[config.mk]
export PLATFORM = sky130hd
export DESIGN_NAME = cycle_seq
export DESIGN_NICKNAME = d
export VERILOG_FILES = /design/src/rtl/cycle_seq_pkg.sv /design/src/rtl/cycle_seq_wait_timer.sv /design/src/rtl/cycle_seq.sv
export SDC_FILE = /design/constraint.sdc
export NUM_CORES = 1
export LEC_CHECK = 0
export CAP_MARGIN = 20
export CORE_MARGIN = 10
export CORE_UTILIZATION = 43
export DETAILED_ROUTE_END_ITERATION = 8
export PLACE_DENSITY = 0.73
export SKIP_LAST_GASP = 1
export SLEW_MARGIN = 20
export SYNTH_ARGS = -nofsm -noshare
export SYNTH_HDL_FRONTEND = slang
export SYNTH_SLANG_ARGS = --single-unit
[constraint.sdc]
create_clock -name clk -period 1.7 [get_ports clk]
set_input_delay 0.34 -clock clk [delete_from_list [all_inputs] [get_ports clk]]
set_output_delay 0.34 -clock clk [all_outputs]
set_load 0.02 [all_outputs]
[src/rtl/cycle_seq_pkg.sv]
// cycle_seq_pkg: shared definitions for the instruction cycle sequencer.
//   state_t          - sequencer state encoding (also driven on the phase port)
//   OP_LW / OP_SW    - opcodes that need a data memory phase
//   TIMEOUT_DEFAULT  - default bound on memory ack wait, in cycles
//   is_mem_op()      - true for opcodes that visit the MEM state
package cycle_seq_pkg;

  typedef enum logic [2:0] {
    ST_IDLE   = 3'd0,
    ST_FETCH  = 3'd1,
    ST_DECODE = 3'd2,
    ST_EXEC   = 3'd3,
    ST_MEM    = 3'd4
  } state_t;

  localparam logic [5:0] OP_LW = 6'b111100;
  localparam logic [5:0] OP_SW = 6'b001100;

  localparam int TIMEOUT_DEFAULT = 255;

  function automatic logic is_mem_op(input logic [5:0] op);
    return (op == OP_LW) || (op == OP_SW);
  endfunction

endpackage

[src/rtl/cycle_seq_wait_timer.sv]
// cycle_seq_wait_timer: counts cycles spent waiting for a memory ack.
//   clk, rst  - clock and asynchronous active-low reset
//   clear     - restart the count (entering a wait state); wins over count
//   count     - this cycle ended without an ack
//   expire    - this unacknowledged cycle is the LIMIT-th one; the caller
//               aborts on it. Because count is already qualified by the
//               absence of an ack, an ack on that same cycle always wins.
module cycle_seq_wait_timer
  import cycle_seq_pkg::*;
#(
  parameter int LIMIT = TIMEOUT_DEFAULT
) (
  input  logic clk,
  input  logic rst,
  input  logic clear,
  input  logic count,
  output logic expire
);

  localparam int CW = $clog2(LIMIT + 1);

  logic [CW-1:0] cnt;

  // wait counter: cleared on entry to a wait state, advanced per idle cycle
  always_ff @(posedge clk or negedge rst) begin
    if (!rst) begin
      cnt <= '0;
    end else if (clear) begin
      cnt <= '0;
    end else if (count) begin
      cnt <= cnt + CW'(1);
    end else begin
      cnt <= cnt;
    end
  end

  assign expire = count && (cnt == CW'(LIMIT - 1));

endmodule

[src/rtl/cycle_seq.sv]
// cycle_seq: fetch/decode/execute/memory sequencer for a simple CPU.
//   clk, rst            - clock, asynchronous active-low reset
//   run, step           - free-run level / single-instruction pulse
//   opcode              - instruction register opcode (valid from DECODE)
//   imem_req/imem_ack   - instruction fetch handshake
//   ir_load             - load instruction register (fetch ack cycle)
//   dmem_req/dmem_we    - data access handshake for LW/SW, dmem_ack returns
//   commit              - one-cycle pulse retiring the current instruction
//   phase, busy         - state encoding / not idle
//   bus_err             - sticky memory-ack timeout flag
//   retired             - wrapping count of committed instructions
// Request, commit and phase outputs are decoded straight from the state
// register (plus the ack for the same-cycle pulses) so that reset removes
// them immediately and acks are honoured in the cycle they arrive.
module cycle_seq
  import cycle_seq_pkg::*;
#(
  parameter int TIMEOUT = TIMEOUT_DEFAULT,
  parameter int CNT_W   = 16
) (
  input  logic             clk,
  input  logic             rst,
  input  logic             run,
  input  logic             step,
  input  logic [5:0]       opcode,
  input  logic             imem_ack,
  input  logic             dmem_ack,
  output logic             imem_req,
  output logic             ir_load,
  output logic             dmem_req,
  output logic             dmem_we,
  output logic             commit,
  output logic [2:0]       phase,
  output logic             busy,
  output logic             bus_err,
  output logic [CNT_W-1:0] retired
);

  state_t state;
  state_t next_state;
  logic   step_flag;
  logic   wait_clear;
  logic   wait_count;
  logic   wait_expire;

  // output decode; acks are only looked at while their request is up
  always_comb begin
    imem_req   = (state == ST_FETCH);
    ir_load    = imem_req && imem_ack;
    dmem_req   = (state == ST_MEM);
    dmem_we    = dmem_req && (opcode == OP_SW);
    commit     = ((state == ST_EXEC) && !is_mem_op(opcode)) || (dmem_req && dmem_ack);
    phase      = state;
    busy       = (state != ST_IDLE);
    wait_count = (imem_req && !imem_ack) || (dmem_req && !dmem_ack);
  end

  // next-state logic; after a commit, run alone decides whether to continue
  always_comb begin
    next_state = state;
    case (state)
      ST_IDLE: begin
        if (run || step) next_state = ST_FETCH;
        else             next_state = ST_IDLE;
      end
      ST_FETCH: begin
        if (imem_ack)         next_state = ST_DECODE;
        else if (wait_expire) next_state = ST_IDLE;
        else                  next_state = ST_FETCH;
      end
      ST_DECODE: begin
        next_state = ST_EXEC;
      end
      ST_EXEC: begin
        if (is_mem_op(opcode)) next_state = ST_MEM;
        else if (run)          next_state = ST_FETCH;
        else                   next_state = ST_IDLE;
      end
      ST_MEM: begin
        if (dmem_ack)         next_state = run ? ST_FETCH : ST_IDLE;
        else if (wait_expire) next_state = ST_IDLE;
        else                  next_state = ST_MEM;
      end
      default: begin
        next_state = ST_IDLE;
      end
    endcase
  end

  // restart the wait count only when a wait state is newly entered
  always_comb begin
    wait_clear = ((next_state == ST_FETCH) && (state != ST_FETCH)) ||
                 ((next_state == ST_MEM)   && (state != ST_MEM));
  end

  cycle_seq_wait_timer #(
    .LIMIT (TIMEOUT)
  ) u_wait_timer (
    .clk    (clk),
    .rst    (rst),
    .clear  (wait_clear),
    .count  (wait_count),
    .expire (wait_expire)
  );

  // sequencer state, sticky error, retire counter and single-step marker
  always_ff @(posedge clk or negedge rst) begin
    if (!rst) begin
      state     <= ST_IDLE;
      bus_err   <= 1'b0;
      retired   <= '0;
      step_flag <= 1'b0;
    end else begin
      state   <= next_state;
      bus_err <= bus_err | wait_expire;
      if (commit) retired <= retired + CNT_W'(1);
      else        retired <= retired;
      // step only counts when taken from IDLE; the instruction ending
      // (commit or abort) consumes it
      if ((state == ST_IDLE) && step)              step_flag <= 1'b1;
      else if (step_flag && (commit || wait_expire)) step_flag <= 1'b0;
      else                                          step_flag <= step_flag;
    end
  end

endmodule

==> impl_metrics.ini <==
[sta]
clock_skew_ps = 3.02
fin_tns_setup_ps = -798
finalHoldViolCount = 0
max_slew_margin_pct = 74.7
post-route-worst-setup-slack_ps = -135
finalCriticalPeriod_ps = 1830
finalCritPeriodShare_pct = 108
max_freq_mhz = 545
rsz0062_at_grt = true
setup_viol = 11
tightest_slew_ps = 380
drv_slew = 0

[finish]
layout_common_cells = 38 x buf_4, 25 x dfrtp_1, 15 x xor2_1, 13 x a21oi_1
final_area_sq_um = 2630
syn2layout_area_growth_pct = 64.7
nNetsFinal = 255
layout-drive-gt1-share_pct = 36.4
antenna_cells = 0
nFillCells = 254
layout_commonest_cell = buf_4

[grt]
grt_usage_pct = 14.6
grt_antenna_before_repair = 0
grt_pass1_vias = 1646
grt_busiest_layer = met2
use_met2_pct = 25.0
overflow = 0
grt_max_degree = 29
grt_pass1_wl_um = 7820
grtUsageMet3_pct = 3.20
grtUsageMet1_pct = 17.5

[routing]
drc = 0
vias = 1587
wirelength_um = 5140
viasPerCell = 5.53
ant_nets = 0
drt-wirelength-per-cell_um = 17.9
drtIter0Drc = 110
drtPass1Iterations = 4

[synthesis]
ys_seq_area_share_pct = 43.9
synth_ff_type = dfrtp_1
synthCells = 161
synth_edf_count = 0
async_flop_share_pct = 100
syn_avg_cell_area_sq_um = 9.91
ys_seq_elements = 28
synth_top_area_share_pct = 43.9
yosys_warnings = 0
syn-num-nets = 176
yosysTopAreaCell = dfrtp_1
ys_top_cells_by_area = dfrtp_1 44%, xor2_1 8.8%, a21oi_1 5.0%
synthDistinctLibCells = 42
syn_area_sq_um = 1600

[outcome]
violations = negative setup slack
outcome = finished, violations left

[die]
initial_core_util_pct = 43.9
num_rows = 22
die_y_um = 80.9
die_area_sq_um = 6550
die_w_um = 80.9
coreArea_sq_um = 3630
io_pins = 38

[clock_tree]
clkSlewWorstSetupHoldPaths_ps = 100
cts_hold_buf = 0
tritoncts = done
cts.sinks = 28
numCtsBuffers = 3
clockBufferDepth = 2
clockRootBuffer = clkbuf_8
cts_max_level = 1
clkLatencyLatePin_ps = 280

[worst_setup_path]
start_kind = register
path_class = register to primary output
crit_path_max_fanout = 3
arrival_ps = 1490
r2r_start = phase[2]$_DFF_PN0_
rrSetupSlack_ps = -130
required_ps = 1360
rr_worst_depth = 5
worstReg2RegEnd = u_wait_timer.cnt[5]$_DFFE_PN0P_
end_kind = primary output

[placement]
dp_hpwl_um = 3320
io_buffer_count = 37
post-place-ws_ps = -726
routabilityCongestion = 0.867
postPlaceCellArea_sq_um = 2240

[min_path]
hold_class = input port to asynchronous set/reset pin

[power]
power.density_nw_per_um2 = 1170
p_total_uw = 3070
p_leak_uw = 0.00138
peakVddDrop_uv = 515

[job]
maxCapViolCount = 0
cells in the mapped netlist (2+ instances only):
| library cell | n |
|---|---|
| a211oi_1 | 4 |
| a21o_1 | 3 |
| a21oi_1 | 16 |
| and2_1 | 2 |
| and3_1 | 2 |
| and4_1 | 2 |
| buf_2 | 2 |
| clkbuf_1 | 2 |
| dfrtp_1 | 28 |
| ha_1 | 3 |
| inv_1 | 6 |
| nand2_1 | 10 |
| nand2b_1 | 2 |
| nand3_1 | 12 |
| nand4_1 | 5 |
| nor2_1 | 6 |
| nor2b_1 | 2 |
| nor3b_1 | 3 |
| o211ai_1 | 3 |
| o21ai_0 | 3 |
| o31ai_1 | 2 |
| or3b_4 | 2 |
| xnor2_1 | 7 |
| xor2_1 | 16 |
report_power, final:
group | internal (uW) | total (uW) | switching, uW
Sequential | 772 | 912 | 140
Combinational | 831 | 1630 | 795
Clock | 316 | 533 | 218
final cells by class:
type                       count  area, sq um  share of cell area, %
inverter                       6         22.5                  0.857
multi-input combinational    122         1050                   39.9
clock buffer                   3         41.3                   1.57
tap                           48         60.1                   2.29
sequential                    28          704                   26.8
timing repair buffer          79          722                   27.5
clock inverter                 1         30.0                   1.14
critical path, stage by stage, from the launching register on:
cell and delay, ps:
dfrtp_2 450, buf_6 130, and3b_1 200, a21boi_4 150, nor2_2 100, inv_1 50, buf_6 120
cells by family after synthesis:
family,Yosys count,share of synthesized area [%]
AO/OA/AOI/OAI,40,17.3
AND/OR/NAND/NOR,55,20.4
flip-flops,28,43.9
adder cells (fa/ha/maj),3,2.35
multiplexers,1,0.706
XOR/XNOR,23,12.6
buffers and inverters,11,2.74
routing by layer:
metal	routed length (um)	part of all wire, %	up-vias
met5	0	0	-
met4	70	1.4	0
met3	316	6.1	8
met2	2550	49	57
met1	2210	43	783
li1	-	-	739
state kept, by name, summed over array words and instances, names as in the netlist:
register,cells
bus_err,1
retired,16
u_wait_timer.cnt,8
phase,3
repair_timing:
item | 4_1_cts | 5_1_grt
gates resized for setup | 56 | 40
pin swaps | 12 | 14
buffers inserted | 12 | 2
hold endpoints to repair | 0 | 0
setup endpoints to repair | 25 | 36
stage by stage:
step           util (%)  cells  hold WS (ps)
2_1_floorplan         -    161          44.4
3_3_place_gp       61.6    270           448
3_5_place_dp       61.6    270           453
4_1_cts            67.9    286           436
5_1_grt            72.3    287           460
6_report           72.3    287           432
how the worst max path moves through the flow:
stage / slack, ps / cells past startpoint / to / start
after floorplan: -10 / 4 / u_wait_timer.cnt[5]$_DFFE_PN0P_ / phase[0]$_DFF_PN0_
after global placement: -660 / 6 / commit / opcode[2]
after detailed placement: -730 / 6 / commit / opcode[2]
after CTS: -140 / 5 / u_wait_timer.cnt[5]$_DFFE_PN0P_ / phase[0]$_DFF_PN0_
after global routing: -210 / 6 / commit / phase[0]$_DFF_PN0_
final: -130 / 6 / commit / phase[0]$_DFF_PN0_
Power figures use the tool's default switching activity.
